[src/rtl/chain_mixer_seq.sv]
// ---------------------------------------------------------------------------
// chain_mixer_seq
//
// Control sequencer for an N-stage serial chain mixer. Stage i mixes junction
// fluid j[i] with reagent k[i] to produce j[i+1]. For every active stage the
// sequencer runs a FILL phase (junction + reagent inlet open), then a MIX
// phase (stage pump on). After the last stage it runs a DRAIN phase through
// the junction valve that follows that stage. The active chain length and the
// phase durations are captured when a start is accepted.
//
// Ports:
//   clk           system clock
//   rst_n         asynchronous active-low reset
//   start         begin a sequence (only looked at while idle)
//   abort         terminate the running sequence
//   stage_count   number of active stages, 1..STAGES (latched at start)
//   fill_cycles   FILL duration per stage, 0 behaves as 1 (latched at start)
//   mix_cycles    MIX duration per stage, 0 behaves as 1 (latched at start)
//   drain_cycles  final DRAIN duration, 0 behaves as 1 (latched at start)
//   valve_j       junction valves, bit i opens j[i] (one-hot or zero)
//   valve_k       reagent inlet valves, bit i opens k[i] (one-hot or zero)
//   pump_en       mixing pump enables, bit i drives stage i (one-hot or zero)
//   busy          high from the first FILL cycle through DRAIN or ABORT
//   done          single-cycle pulse when a sequence completes normally
//   err           sticky error (bad length or abort); cleared by next start
//   cur_stage     stage being serviced; stage_count during DRAIN; 0 in IDLE
//
// Every output is a register loaded together with the state transition, so
// the actuator pattern of a phase appears in the first cycle of that phase.
// ---------------------------------------------------------------------------
module chain_mixer_seq #(
    parameter int STAGES = 64,
    parameter int CNT_W  = 16,
    parameter int SW     = $clog2(STAGES + 1)
) (
    input  logic              clk,
    input  logic              rst_n,
    input  logic              start,
    input  logic              abort,
    input  logic [SW-1:0]     stage_count,
    input  logic [CNT_W-1:0]  fill_cycles,
    input  logic [CNT_W-1:0]  mix_cycles,
    input  logic [CNT_W-1:0]  drain_cycles,
    output logic [STAGES:0]   valve_j,
    output logic [STAGES-1:0] valve_k,
    output logic [STAGES-1:0] pump_en,
    output logic              busy,
    output logic              done,
    output logic              err,
    output logic [SW-1:0]     cur_stage
);

    typedef enum logic [2:0] {
        S_IDLE,
        S_FILL,
        S_MIX,
        S_DRAIN,
        S_ABORT
    } state_t;

    state_t             r_state;
    logic [SW-1:0]      r_stage;
    logic [SW-1:0]      r_count;
    logic [CNT_W-1:0]   r_cnt;
    logic [CNT_W-1:0]   r_fill_m1;
    logic [CNT_W-1:0]   r_mix_m1;
    logic [CNT_W-1:0]   r_drain_m1;

    logic [STAGES:0]    r_valve_j;
    logic [STAGES-1:0]  r_valve_k;
    logic [STAGES-1:0]  r_pump_en;
    logic               r_busy;
    logic               r_done;
    logic               r_err;
    logic [SW-1:0]      r_cur_stage;

    logic [SW-1:0]      w_stage_inc;
    logic               w_len_ok;
    logic               w_running;
    logic [STAGES-1:0]  w_dec_cur;
    logic [STAGES-1:0]  w_dec_nxt;
    logic [STAGES:0]    w_dec_cnt;

    // Counter reload value: a duration of 0 behaves like 1, so both load 0.
    function automatic logic [CNT_W-1:0] f_load(input logic [CNT_W-1:0] d);
        return (d == '0) ? '0 : d - 1'b1;
    endfunction

    // The last stage index is STAGES-1, so stage+1 never exceeds STAGES and
    // fits in SW bits.
    assign w_stage_inc = r_stage + 1'b1;
    assign w_len_ok    = (stage_count != '0) && (stage_count <= SW'(STAGES));
    assign w_running   = (r_state == S_FILL) || (r_state == S_MIX) ||
                         (r_state == S_DRAIN);

    // One-hot decoders for the current stage, the following stage and the
    // drain junction (index = chain length).
    genvar gi;
    generate
        for (gi = 0; gi < STAGES; gi++) begin : g_dec_stage
            assign w_dec_cur[gi] = (r_stage == SW'(gi));
            assign w_dec_nxt[gi] = (w_stage_inc == SW'(gi));
        end
        for (gi = 0; gi <= STAGES; gi++) begin : g_dec_drain
            assign w_dec_cnt[gi] = (r_count == SW'(gi));
        end
    endgenerate

    always_ff @(posedge clk or negedge rst_n) begin
        if (!rst_n) begin
            r_state     <= S_IDLE;
            r_stage     <= '0;
            r_count     <= '0;
            r_cnt       <= '0;
            r_fill_m1   <= '0;
            r_mix_m1    <= '0;
            r_drain_m1  <= '0;
            r_valve_j   <= '0;
            r_valve_k   <= '0;
            r_pump_en   <= '0;
            r_busy      <= 1'b0;
            r_done      <= 1'b0;
            r_err       <= 1'b0;
            r_cur_stage <= '0;
        end else begin
            r_done <= 1'b0;
            // Abort wins over a phase that would complete in the same cycle.
            if (w_running && abort) begin
                r_state   <= S_ABORT;
                r_valve_j <= '0;
                r_valve_k <= '0;
                r_pump_en <= '0;
                r_err     <= 1'b1;
                r_busy    <= 1'b1;
            end else begin
                case (r_state)
                    S_IDLE: begin
                        if (start) begin
                            if (w_len_ok) begin
                                r_count      <= stage_count;
                                r_fill_m1    <= f_load(fill_cycles);
                                r_mix_m1     <= f_load(mix_cycles);
                                r_drain_m1   <= f_load(drain_cycles);
                                r_cnt        <= f_load(fill_cycles);
                                r_stage      <= '0;
                                r_cur_stage  <= '0;
                                r_err        <= 1'b0;
                                r_busy       <= 1'b1;
                                r_state      <= S_FILL;
                                r_valve_j    <= '0;
                                r_valve_j[0] <= 1'b1;
                                r_valve_k    <= '0;
                                r_valve_k[0] <= 1'b1;
                                r_pump_en    <= '0;
                            end else begin
                                r_err <= 1'b1;
                            end
                        end
                    end
                    S_FILL: begin
                        if (r_cnt == '0) begin
                            r_state   <= S_MIX;
                            r_cnt     <= r_mix_m1;
                            r_valve_j <= '0;
                            r_valve_k <= '0;
                            r_pump_en <= w_dec_cur;
                        end else begin
                            r_cnt <= r_cnt - 1'b1;
                        end
                    end
                    S_MIX: begin
                        if (r_cnt == '0) begin
                            r_pump_en <= '0;
                            if (w_stage_inc < r_count) begin
                                r_state     <= S_FILL;
                                r_stage     <= w_stage_inc;
                                r_cur_stage <= w_stage_inc;
                                r_cnt       <= r_fill_m1;
                                r_valve_j   <= {1'b0, w_dec_nxt};
                                r_valve_k   <= w_dec_nxt;
                            end else begin
                                r_state     <= S_DRAIN;
                                r_cur_stage <= r_count;
                                r_cnt       <= r_drain_m1;
                                r_valve_j   <= w_dec_cnt;
                                r_valve_k   <= '0;
                            end
                        end else begin
                            r_cnt <= r_cnt - 1'b1;
                        end
                    end
                    S_DRAIN: begin
                        if (r_cnt == '0) begin
                            r_state     <= S_IDLE;
                            r_valve_j   <= '0;
                            r_busy      <= 1'b0;
                            r_done      <= 1'b1;
                            r_cur_stage <= '0;
                        end else begin
                            r_cnt <= r_cnt - 1'b1;
                        end
                    end
                    S_ABORT: begin
                        r_state     <= S_IDLE;
                        r_busy      <= 1'b0;
                        r_cur_stage <= '0;
                    end
                    default: begin
                        r_state <= S_IDLE;
                    end
                endcase
            end
        end
    end

    assign valve_j   = r_valve_j;
    assign valve_k   = r_valve_k;
    assign pump_en   = r_pump_en;
    assign busy      = r_busy;
    assign done      = r_done;
    assign err       = r_err;
    assign cur_stage = r_cur_stage;

endmodule

[config.mk]
export PLATFORM = sky130hd
export DESIGN_NAME = chain_mixer_seq
export DESIGN_NICKNAME = d
export VERILOG_FILES = /design/src/rtl/chain_mixer_seq.sv
export SDC_FILE = /design/constraint.sdc
export NUM_CORES = 1
export LEC_CHECK = 0
export ABC_AREA = 1
export ABC_CLOCK_PERIOD_IN_PS = 4100
export CAP_MARGIN = 20
export CORE_MARGIN = 2
export CORE_UTILIZATION = 35
export CTS_CLUSTER_SIZE = 20
export DETAILED_ROUTE_END_ITERATION = 16
export PLACE_DENSITY_LB_ADDON = 0.08
export SLEW_MARGIN = 15
export SYNTH_ARGS = -nofsm -noshare
export SYNTH_HDL_FRONTEND = slang
export SYNTH_SLANG_ARGS = --single-unit
[constraint.sdc]
create_clock -name clk -period 4.1 [get_ports clk]
set_input_delay 0.41 -clock clk [delete_from_list [all_inputs] [get_ports clk]]
set_output_delay 0.41 -clock clk [all_outputs]
set_load 0.1 [all_outputs]
After elaboration in Yosys (flattened, before gate mapping)

Cells that the tools add are included.

Bits in registers: 284
Output and inout port bits: 203

$add $sub $neg: 5
Order comparisons: 2
Equal/unequal tests: 206
Mux-type cells: 58
Bitwise logic cells: 1
Reduce and logical (&&, ||, !) cells: 31

Operators with widths:

| kind                    | count |
|---|---|
| $eq A7 B6 Y1 const B    | 96 |
| $mux W64                | 10 |
| $mux W65                | 6 |
| $pmux W64 S3            | 2 |
| $eq A7 B5 Y1 const B    | 48 |
| $pmux W65 S3            | 1 |
| $eq A7 B4 Y1 const B    | 24 |
| $mux W16                | 9 |
| $eq A7 B3 Y1 const B    | 12 |
| $logic_not A16 Y1       | 4 |
| $pmux W16 S4            | 1 |
| $sub A16 B1 Y16 const B | 4 |
| $mux W7                 | 7 |
| $eq A7 B2 Y1 const B    | 6 |
| $pmux W7 S4             | 1 |
| $eq A7 B1 Y1 const B    | 3 |
| $logic_not A7 Y1        | 3 |
| $reduce_and A5 Y1       | 4 |
| $reduce_bool A4 Y1      | 5 |
| $mux W3                 | 6 |
| $pmux W7 S2             | 1 |
| $ne A3 B1 Y1 const B    | 4 |
| $pmux W3 S4             | 1 |
| $reduce_and A6 Y1       | 2 |
| other kinds (22)        | 43 |

Depth between registers and ports, before layout

Gate-level depths: netlist (run 1).

Depth after elaboration: 6
Depth in mapped cells: 21
Gate-level depth less buffers: 20

Worst setup path after synthesis (run 1)

Ideal clock, no wire load.

Path type: flip-flop to flip-flop
From: register r_stage[0]
To: register r_valve_j[60], in the netlist valve_j[60]
Arrival time: 2601 ps
Required time: 3977 ps
Slack: 1376 ps
Stages on the path, launching flop included: 20
Period minus slack after synthesis: 2724 ps
Path through: dfrtp_1 > ha_1 > nand3_2 > inv_2 > nand3_1 > nand2_1 > and2_1 > inv_1 > ha_1 > nand2_1 > inv_1 > a21oi_1 > nand2_1 > nand2_1 > inv_2 > buf_2 > nand3_1 > nor2_1 > o21ai_0 > nand2_1

Word-level cells in the longest chain between the ends: 6

Ends and longest elaborated chain:

| item                                         | line     | RTL |
|---|---|---|
| start: declaration                           | 62       | `logic [SW-1:0] r_stage;` |
| start signal: assignment                     | 176      | `r_stage <= w_stage_inc;` |
| $add A7 B1 Y7 (*)                            | 91       | `assign w_stage_inc = r_stage + 1'b1;` |
| $lt A7 B7 Y1 or $eq A7 B6 Y1 (tied branches) | 174, 102 |  |
| $mux W65 (*)                                 | 174      | `if (w_stage_inc < r_count) begin` |
| $mux W65 (*)                                 | 172      | `if (r_cnt == '0) begin` |
| $pmux W65 S3 (*)                             | 136      | `case (r_state)` |
| $mux W65 (*)                                 | 128      | `if (w_running && abort) begin` |
| end signal: assignment                       | 179      | `r_valve_j <= {1'b0, w_dec_nxt};` |
| end signal: assignment                       | 185      | `r_valve_j <= w_dec_cnt;` |
| end: declaration                             | 69       | `logic [STAGES:0] r_valve_j;` |

Every way passes the cells marked *; elsewhere a longest branch is shown, timed or not. The select of a mux whose other input is x is not followed.
A chain may end at the register's enable or synchronous reset.

Worst setup path in the final report (run 1)

From: register r_stage[0]
To: register r_valve_j[46], in the netlist valve_j[46]

The elaborated chain is that of the path after synthesis.

==> results of run 1 <==
power breakdown:
group          internal [mW]  total [mW]  leakage [nW]  switching [mW]
Combinational          0.908        3.77          4.18            2.86
Sequential              3.20        3.54          3.84           0.344
Clock                   1.79        3.00         0.539            1.21
placed cells by master (no fill, tap or decap), drive strengths merged, types with 16 or more instances in the layout:
cell type      count
clkdlybuf4s50    260
a21oi             27
dfrtp            284
clkbuf            50
inv              113
nand3            156
o21ai            269
ha                16
xor2              34
nor2             152
nor3              19
buf               30
nand2            780
metrics by stage:
stage / setup slack, ns / util / instance area (um2)
floorplan: 1.38 / - / 14900
global placement: 0.420 / 0.429 / 18000
detailed placement: 0.382 / 0.429 / 18000
CTS: 0.341 / 0.455 / 19100
global route: 0.0263 / 0.455 / 19100
finish: 0.251 / 0.455 / 19100
logic make-up (layout without fill, tap and decap cells):
family / count (synthesis) / count (layout) / share of synthesized area
and+or+nand+nor: 1135 / 1135 / 0.316
AOI/OAI and AO/OA: 308 / 308 / 0.105
DFF: 284 / 284 / 0.478
buffers and inverters: 210 / 464 / 0.0602
xor gates and xnor gates: 44 / 44 / 0.0265
adders and majority gates: 16 / 16 / 0.0135
path summary, 6_finish.rpt:
kind,start,cells past startpoint,end
worst max-delay path,r_stage[0]$_DFFE_PN0P_,18,valve_j[46]$_DFFE_PN0P_
worst min-delay path,rst_n,2,pump_en[42]$_DFFE_PN0P_
worst max register to register,r_stage[0]$_DFFE_PN0P_,18,valve_j[46]$_DFFE_PN0P_
worst min register to register,r_drain_m1[14]$_DFFE_PN0P_,2,r_drain_m1[14]$_DFFE_PN0P_
max in group asynchronous,rst_n,3,valve_k[34]$_DFFE_PN0P_
min in group clk,r_drain_m1[14]$_DFFE_PN0P_,2,r_drain_m1[14]$_DFFE_PN0P_
area by class of cell:
class	count	area [um2]
timing repair buffer	291	2900
clock buffer	50	1020
clock inverter	7	60.1
inverter	116	435
multi-input combinational	1503	6890
sequential	284	7110
fill	4319	22900
tap	539	674
flip-flops by register name, indices dropped and copies added, names as in the netlist, 3 cells and up:
register    count
valve_j        65
pump_en        64
valve_k        64
r_cnt          16
r_drain_m1     16
r_fill_m1      16
r_mix_m1       16
cur_stage       7
r_count         7
r_stage         7
r_state         3
routing by layer:
metal / wire [um] / up-vias / global-route usage
met5: 0 / - / 0
met4: 1620 / 0 / 0.0778
met3: 3370 / 91 / 0.0448
met2: 24300 / 471 / 0.388
met1: 24300 / 6687 / 0.336
li1: - / 6895 / -
timing repair:
item	CTS	global route
hold endpoints to repair	90	0
gates resized for setup	0	0
hold buffers	1	0
==> flow_metrics.tcl, run 1 <==
set metrics [dict create \
    io_pins 262 \
    drc 0 \
    fin_crit_sh 0.939 \
    finalPower_mw 10.3 \
    grt-ovfl-total 0 \
    placedCellCount 2732 \
    yosysTopAreaCellShare 0.478 \
    dpl.hpwl_um 39300 \
    worst-endpoint-required_ns 4.56 \
    slew_headroom 0.285 \
    detailedRoute.firstIterationViolations 1010 \
    cts_buffers 35 \
    io_buffers 261 \
    critPathTopFamily "simple AND/OR/NAND/NOR gates" \
    most_used_cell_along_the_critical_path "sky130_fd_sc_hd__nand2_1" \
    cp.arrival_ns 4.31 \
    antenna_found_initial 1 \
    crit_path_cell_trace "ha_1 > nand3_2 > inv_2 > nand3_1 > nand2_1 > and2_1 > inv_1 > ha_1 > nand2_1 > nor2_1 > nand2_1 > nand2_1 > buf_4 > nand2_1 > or2_1 > o21ai_0 > nand2_1 > nand2_1" \
    cts_root_buffer "sky130_fd_sc_hd__clkbuf_16" \
    dr_total_vias 14144 \
    clock.fmax_mhz 260 \
    pin_count_of_the_biggest_net_entering_global_routing 94 \
    first_global_vias 13794 \
    finalHoldViolCount 0 \
    synth-warning-count 0 \
    coreArea_mm2 0.0419 \
    tritoncts_num_sinks 284 \
    synth_edf_count 0 \
    final_max_slew_viol_count 0 \
    crit_buf_inv 3 \
    avgViaCountPerCell 5.07 \
    cts_tree "yes" \
    post_route_cells_drive_above_1_share 0.0591 \
    criticalPathCategory "flop to flop" \
    hold_class "input pin to async pin" \
    synthDistinctLibCells 42 \
    row_count 75 \
    grt.total_usage 0.243 \
    wl_per_cell_um 19.2 \
    power_leakage_nw 8.56 \
    number_of_buffers_on_the_longest_clock_path 3 \
    synth.net_count 2072 \
    area_delta_synth_final_pct 28.5 \
    worst-slew-pin-transition_ns 1.07 \
    die-area_mm2 0.0441 \
    final.setup_skew_ns 0.0155 \
    fin_cells 2790 \
    synthMostInstantiatedCell "sky130_fd_sc_hd__nand2_1" \
    chipWidth_um 210 \
    nets 2306 \
    setup_viol_count_final 0 \
    power.ir.vdd_worst_mv 0.343 \
    route.antenna.remaining_nets 0 \
    slowest_stage "sky130_fd_sc_hd__o21ai_0" \
    critPathMaxStageDelay_ns 0.58 \
    cp-start-kind "flop" \
    dominantRegCellSynth "sky130_fd_sc_hd__dfrtp_1" \
    crit_path_end_kind "flop" \
    h-tree-depth 2 \
    reg2reg_setup_slack_ns 0.25 \
    grt_pass1_wl_um 82500 \
    synth_top_cell_by_area "sky130_fd_sc_hd__dfrtp_1" \
    status "completed" \
    fp.dieH_um 210 \
    async_flop_share 1.00 \
    finalCriticalPeriod_ns 3.85 \
    wirelength_um 53600 \
    synthesized_area_mm2 0.0149 \
    tns_setup_ns 0 \
    timing.critical_path.fanout_max 22 \
    first_pass_iters 7 \
    synth_sequential_area_ratio 0.478 \
    starting_utilization_of_the_core_area 0.354 \
    rsz0062_at_grt "false" \
    maximum_capacitance_violations 0 \
    clk_pin_slew_worst_paths_ns 0.06 \
    postCtsSetupBuffers 0 \
    synth_top_cells_by_area "sky130_fd_sc_hd__dfrtp_1, sky130_fd_sc_hd__nand2_1, sky130_fd_sc_hd__nand3_1" \
    post_route_worst_hold_slack_ns 0.480 \
    yosys-top-cells-count "sky130_fd_sc_hd__nand2_1, sky130_fd_sc_hd__dfrtp_1, sky130_fd_sc_hd__nand3_1" \
    avgSynthCellArea_um2 7.44 \
    synth_cells 1997 \
    gp_routability_congestion 0.868 \
    clk_latency_ns 0.53 \
    antennaDiodeCount 0 \
    p_per_area_mw_per_mm2 540 \
    ys_seq_elements 284 \
]
(Power assumes the default switching activity.)
==> inputs of run 2 (changes only) <==
--- a/config.mk
+++ b/config.mk
@@ -12,6 +12,7 @@
 export CORE_UTILIZATION = 35
 export CTS_CLUSTER_SIZE = 20
 export DETAILED_ROUTE_END_ITERATION = 16
+export HOLD_SLACK_MARGIN = 0.12
 export PLACE_DENSITY_LB_ADDON = 0.08
 export SLEW_MARGIN = 15
 export SYNTH_ARGS = -nofsm -noshare
==> results of run 2 <==
The final DEF is identical to that of run 1; final timing and power are the same.
